[config.mk]
export PLATFORM = sky130hd
export DESIGN_NAME = ps2_mouse_packet
export DESIGN_NICKNAME = d
export VERILOG_FILES = /design/src/rtl/ps2_mouse_packet.sv
export SDC_FILE = /design/constraint.sdc
export NUM_CORES = 1
export LEC_CHECK = 0
export CELL_PAD_IN_SITES_DETAIL_PLACEMENT = 1
export CELL_PAD_IN_SITES_GLOBAL_PLACEMENT = 1
export CORE_UTILIZATION = 30
export CTS_BUF_LIST = sky130_fd_sc_hd__clkbuf_8 sky130_fd_sc_hd__clkbuf_16
export CTS_CLUSTER_DIAMETER = 200
export CTS_CLUSTER_SIZE = 25
export DETAILED_ROUTE_END_ITERATION = 10
export GPL_ROUTABILITY_DRIVEN = 1
export PLACE_DENSITY = 0.64
export SLEW_MARGIN = 25
export SYNTH_ARGS = -nofsm -noshare
export SYNTH_HDL_FRONTEND = slang
export SYNTH_SLANG_ARGS = --single-unit
export TNS_END_PERCENT = 20
[constraint.sdc]
create_clock -name clk -period 2.4 [get_ports clk]
set_clock_uncertainty 0.15 [all_clocks]
set_input_delay 0.48 -clock clk [delete_from_list [all_inputs] [get_ports clk]]
set_output_delay 0.48 -clock clk [all_outputs]
set_load 0.05 [all_outputs]
[src/rtl/ps2_mouse_packet.sv]
// PS/2 stream-mode mouse packet assembler.
// Collects three received bytes into X/Y movement and button state, drops
// bytes that cannot start a packet, and aborts a packet after an inter-byte
// timeout. Optional build macro: MOUSE_OVF_CLAMP_EN (saturate X/Y to +/-255
// when the packet's overflow bit is set).
module ps2_mouse_packet #(
    parameter int unsigned TIMEOUT_CYCLES = 100000,
    parameter int unsigned TIMEOUT_W      = 17
) (
    input  logic       clk,
    input  logic       reset,
    input  logic [7:0] rx_data,
    input  logic       rx_done_tick,
    output logic [8:0] xm,
    output logic [8:0] ym,
    output logic [2:0] btnm,
    output logic       m_done_tick,
    output logic       sync_err
);

    typedef enum logic [1:0] {
        WAIT_B0 = 2'd0,
        WAIT_B1 = 2'd1,
        WAIT_B2 = 2'd2
    } state_t;

    localparam logic [TIMEOUT_W-1:0] CNT_LAST = TIMEOUT_W'(TIMEOUT_CYCLES - 1);

    state_t               state_q, state_d;
    logic [TIMEOUT_W-1:0] cnt_q, cnt_d;
    // Byte 0 fields kept: {y_sign, x_sign, middle, right, left}
    logic [4:0]           b0_q, b0_d;
    logic [7:0]           b1_q, b1_d;
    logic [8:0]           xm_q, xm_d;
    logic [8:0]           ym_q, ym_d;
    logic [2:0]           btnm_q, btnm_d;
    logic                 done_q, done_d;
    logic                 err_q, err_d;
    logic                 expired_c;
`ifdef MOUSE_OVF_CLAMP_EN
    // Byte 0 overflow flags: {y_ovf, x_ovf}
    logic [1:0]           ovf_q, ovf_d;

    // Saturate an axis to +/-255 when its overflow flag is set.
    function automatic logic [8:0] axis_val(input logic sgn, input logic ovf,
                                            input logic [7:0] mag);
        if (ovf) begin
            return sgn ? 9'h101 : 9'h0FF;
        end
        return {sgn, mag};
    endfunction
`endif

    assign expired_c = (cnt_q == CNT_LAST);

    // State, counter, captured bytes and registered outputs.
    always_ff @(posedge clk) begin
        if (reset) begin
            state_q <= WAIT_B0;
            cnt_q   <= '0;
            b0_q    <= '0;
            b1_q    <= '0;
            xm_q    <= '0;
            ym_q    <= '0;
            btnm_q  <= '0;
            done_q  <= 1'b0;
            err_q   <= 1'b0;
`ifdef MOUSE_OVF_CLAMP_EN
            ovf_q   <= '0;
`endif
        end else begin
            state_q <= state_d;
            cnt_q   <= cnt_d;
            b0_q    <= b0_d;
            b1_q    <= b1_d;
            xm_q    <= xm_d;
            ym_q    <= ym_d;
            btnm_q  <= btnm_d;
            done_q  <= done_d;
            err_q   <= err_d;
`ifdef MOUSE_OVF_CLAMP_EN
            ovf_q   <= ovf_d;
`endif
        end
    end

    // Next-state logic: byte alignment, packet assembly and timeout abort.
    always_comb begin
        state_d = state_q;
        cnt_d   = cnt_q;
        b0_d    = b0_q;
        b1_d    = b1_q;
        xm_d    = xm_q;
        ym_d    = ym_q;
        btnm_d  = btnm_q;
        done_d  = 1'b0;
        err_d   = 1'b0;
`ifdef MOUSE_OVF_CLAMP_EN
        ovf_d   = ovf_q;
`endif
        case (state_q)
            WAIT_B0: begin
                cnt_d = '0;
                if (rx_done_tick) begin
                    // Only a byte with bit 3 set can be the first of a packet.
                    if (rx_data[3]) begin
                        b0_d    = {rx_data[5:4], rx_data[2:0]};
`ifdef MOUSE_OVF_CLAMP_EN
                        ovf_d   = rx_data[7:6];
`endif
                        state_d = WAIT_B1;
                    end else begin
                        err_d = 1'b1;
                    end
                end
            end
            WAIT_B1: begin
                if (rx_done_tick) begin
                    b1_d    = rx_data;
                    cnt_d   = '0;
                    state_d = WAIT_B2;
                end else if (expired_c) begin
                    cnt_d   = '0;
                    err_d   = 1'b1;
                    state_d = WAIT_B0;
                end else begin
                    cnt_d = cnt_q + TIMEOUT_W'(1);
                end
            end
            WAIT_B2: begin
                if (rx_done_tick) begin
`ifdef MOUSE_OVF_CLAMP_EN
                    xm_d = axis_val(b0_q[3], ovf_q[0], b1_q);
                    ym_d = axis_val(b0_q[4], ovf_q[1], rx_data);
`else
                    xm_d = {b0_q[3], b1_q};
                    ym_d = {b0_q[4], rx_data};
`endif
                    btnm_d  = b0_q[2:0];
                    done_d  = 1'b1;
                    cnt_d   = '0;
                    state_d = WAIT_B0;
                end else if (expired_c) begin
                    cnt_d   = '0;
                    err_d   = 1'b1;
                    state_d = WAIT_B0;
                end else begin
                    cnt_d = cnt_q + TIMEOUT_W'(1);
                end
            end
            default: begin
                cnt_d   = '0;
                state_d = WAIT_B0;
            end
        endcase
    end

    assign xm          = xm_q;
    assign ym          = ym_q;
    assign btnm        = btnm_q;
    assign m_done_tick = done_q;
    assign sync_err    = err_q;

endmodule

==> impl_metrics.py <==
metrics = {
    "critical_path": {
        "path_max_fanout": 2,
        "critical_path_class": "reg2out",
        "startpoint_type": "register",
        "r2r_end": "cnt_q[15]$_SDFF_PP0_",
        "critPathMaxStageDelay_ns": 0.81,
        "cp_cell_sequence": "clkdlybuf4s50_1",
        "r2r_setup_slack_ns": 0.39,
        "cp-end-kind": "primary output",
        "r2r-start": "cnt_q[0]$_SDFF_PP0_",
        "cp_slowest_cell": "clkdlybuf4s50_1",
        "reg2reg_depth": 6,
        "cpLargestDelayFamily": "buffers and inverters",
        "crit_required_ns": 1.77,
        "cp.arrival_ns": 1.47,
        "critPathBufInv": 1,
    },
    "timing": {
        "worstMarginPinSlew_ns": 0.513,
        "final.setup.tns_ns": 0,
        "slew_viol_final": 0,
        "fin_crit_sh_pct": 87.7,
        "setup_ws_ns": 0.295,
        "rsz0062_at_grt": "false",
        "finalHoldViolations": 0,
        "min_period_ns": 2.10,
        "timing.fmax_ghz": 0.475,
        "hold_ws_ns": 0.308,
        "setup_viol": 0,
        "relSlewSlack_pct": 65.7,
    },
    "final_layout": {
        "insertedDiodeCount": 0,
        "nets": 308,
        "final_cell_mix": "nand2_1, dfxtp_1, clkdlybuf4s50_1, a21oi_1, nor2_1",
        "drive_above_1_share_pct": 6.14,
        "final_common_cell": "nand2_1",
        "finish.utilization_pct": 38.4,
        "area_growth_pct": 24.6,
        "finalNonFillerCells": 392,
    },
    "clocking": {
        "numCtsBuffers": 5,
        "cts_sinks": 55,
        "htree_levels": 2,
        "cts_tree": "built",
        "clkTransAtPathRegs_ns": 0.10,
        "cts_post_setup_buffers_inserted": 0,
        "clock_latency_ns": 0.31,
        "clk_path_buf_depth": 2,
        "clock-root-buffer": "clkbuf_8",
        "postCtsHoldBufs": 0,
        "cts.repair.resized": 0,
    },
    "detailed_routing": {
        "drc": 0,
        "wire_per_inst_um": 13.1,
        "dr.pass1.iters": 4,
        "drtIter0Drc": 65,
        "totalWireLength_um": 5130,
        "routed_via_density": 4.65,
        "final_antenna_net_count": 0,
        "vias": 1822,
    },
    "power_and_ir_drop": {
        "pwr-share-comb_pct": 6.4,
        "power.density_nw_per_um2": 599,
        "vdd_drop_max_mv": 0.257,
        "p_int_mw": 1.28,
        "clockPowerShare_pct": 37.3,
        "switchingPower_mw": 0.377,
        "power_leakage_nw": 0.914,
        "pwr-share-seq_pct": 56.3,
        "switching_share_pct": 22.7,
    },
    "place": {
        "dpl.hpwl_um": 3510,
        "dp_slack_ns": 0.351,
        "gp_congestion": 0.748,
        "dp_cells": 384,
        "io_buffer_count": 33,
    },
    "global_routing": {
        "antenna_found_initial": 0,
        "use_met1_pct": 19.7,
        "grt_usage_pct": 14.6,
        "grtUsageMet3_pct": 3.39,
        "grt_pass1_wl_um": 8750,
        "grt_max_degree": 40,
        "top_usage_layer": "met2",
        "grt_util_met2_pct": 23.3,
        "grt_pass1_vias": 1796,
        "grt-ovfl-total": 0,
    },
    "yosys": {
        "yosysWarnings": 0,
        "syn_nets": 276,
        "synthCells": 260,
        "synth_seq_cells": 55,
        "ys_seq_area_share_pct": 49.6,
        "synth_cell_type_count": 37,
        "syn_avg_cell_area_um2": 8.54,
        "syn-cell-area_um2": 2220,
    },
    "worst_hold_path": {
        "holdPathEnd": "xm[7]$_SDFFE_PP0P_",
        "hold_depth": 2,
        "hold_start": "b1_q[7]$_SDFFE_PP0P_",
        "min_path_type": "reg2reg",
    },
    "floorplan": {
        "die_w_um": 88.0,
        "core_um2": 7210,
        "die_h_um": 88.0,
        "ios": 34,
        "rows": 31,
        "initial_core_util_pct": 30.8,
        "dieArea_um2": 7750,
    },
    "outcome": {
        "outcome": "finished, final reports clean",
    },
    "flow_run": {
        "drv_cap": 0,
    },
}
-- worst max path at each step --
stage | from | end | slack (ns) | cells past startpoint
final | btnm[2]$_SDFFE_PP0P_ | btnm[2] | 0.30 | 1
after detailed placement | rx_done_tick | xm[8]$_SDFFE_PP0P_ | 0.35 | 6
after global placement | reset | state_q[0]$_SDFFE_PP0P_ | 0.40 | 4
after global routing | btnm[0]$_SDFFE_PP0P_ | btnm[0] | 0.23 | 1
after floorplan | cnt_q[0]$_SDFF_PP0_ | cnt_q[5]$_SDFF_PP0_ | 0.47 | 7
after CTS | xm[6]$_SDFFE_PP0P_ | xm[6] | 0.28 | 1
-- flip-flops by register name, indices dropped and copies added, names as in the netlist --
register and cells:
cnt_q 17, xm 9, ym 9, b1_q 8, b0_q 5, btnm 3, state_q 2, m_done_tick 1
sync_err 1
-- stage by stage --
stage	cell area, um2	power, mW
floorplan	2220	1.02
global route	2770	1.74
detailed placement	2660	1.06
CTS	2770	1.69
global placement	2660	1.06
finish	2770	1.66
-- routing by layer --
metal,routed length (um),up-vias
met5,0,-
li1,-,932
met2,2340,24
met1,2530,862
met3,203,4
met4,56,0
-- cell type report --
cell class / count / area (um2)
Clock buffer: 5 / 68.8
Tap cell: 99 / 124
Sequential cell: 55 / 1100
Fill cell: 882 / 4450
Clock inverter: 3 / 43.8
Inverter: 5 / 18.8
Multi-Input combinational cell: 187 / 1040
Timing Repair Buffer: 38 / 368
-- synthesized netlist by cell type --
cell | count | area share [%]
nor3b_1 | 1 | 0.34
or4b_1 | 1 | 0.45
o21bai_1 | 1 | 0.34
nor3_1 | 5 | 1.1
mux2i_1 | 6 | 2.7
nor4b_1 | 1 | 0.39
nor4_1 | 5 | 1.4
nor2_1 | 23 | 3.9
and4bb_2 | 1 | 0.56
a21oi_1 | 30 | 6.8
buf_2 | 1 | 0.23
inv_1 | 5 | 0.85
nor2b_1 | 4 | 1.1
nand2_1 | 58 | 9.8
or3_2 | 1 | 0.34
and4_4 | 1 | 0.51
xnor2_1 | 8 | 3.2
dfxtp_1 | 55 | 50
or4_1 | 1 | 0.34
nor4bb_1 | 1 | 0.45
and4_1 | 1 | 0.39
o21ai_0 | 1 | 0.23
buf_6 | 1 | 0.51
and3_1 | 1 | 0.28
xor2_1 | 6 | 2.4
or2_2 | 1 | 0.28
buf_1 | 1 | 0.17
clkbuf_1 | 10 | 1.7
nand3_1 | 14 | 3.2
nand4_1 | 3 | 0.85
nand4_4 | 1 | 0.96
ha_1 | 5 | 2.8
and2_1 | 2 | 0.56
a32o_1 | 1 | 0.45
o31ai_1 | 1 | 0.34
or3_1 | 1 | 0.28
a22oi_1 | 1 | 0.34
-- kinds of logic after synthesis --
logic type	after synthesis	share of synthesized area (%)
simple gates	127	27.5
flops	55	49.6
compound gates	35	8.45
buf+inv	18	3.44
xor+xnor	14	5.52
mux	6	2.70
fa+ha+maj	5	2.82
-- power groups by stage --
stage               Combinational, mW  Sequential [mW]  Clock (mW)
floorplan                      0.0575            0.959           0
global placement                0.105            0.954           0
detailed placement              0.107            0.954           0
CTS                             0.107            0.933       0.646
global route                    0.116            0.935       0.694
finish                          0.105            0.932       0.619
Note: power is estimated with default switching activity, not from simulation.
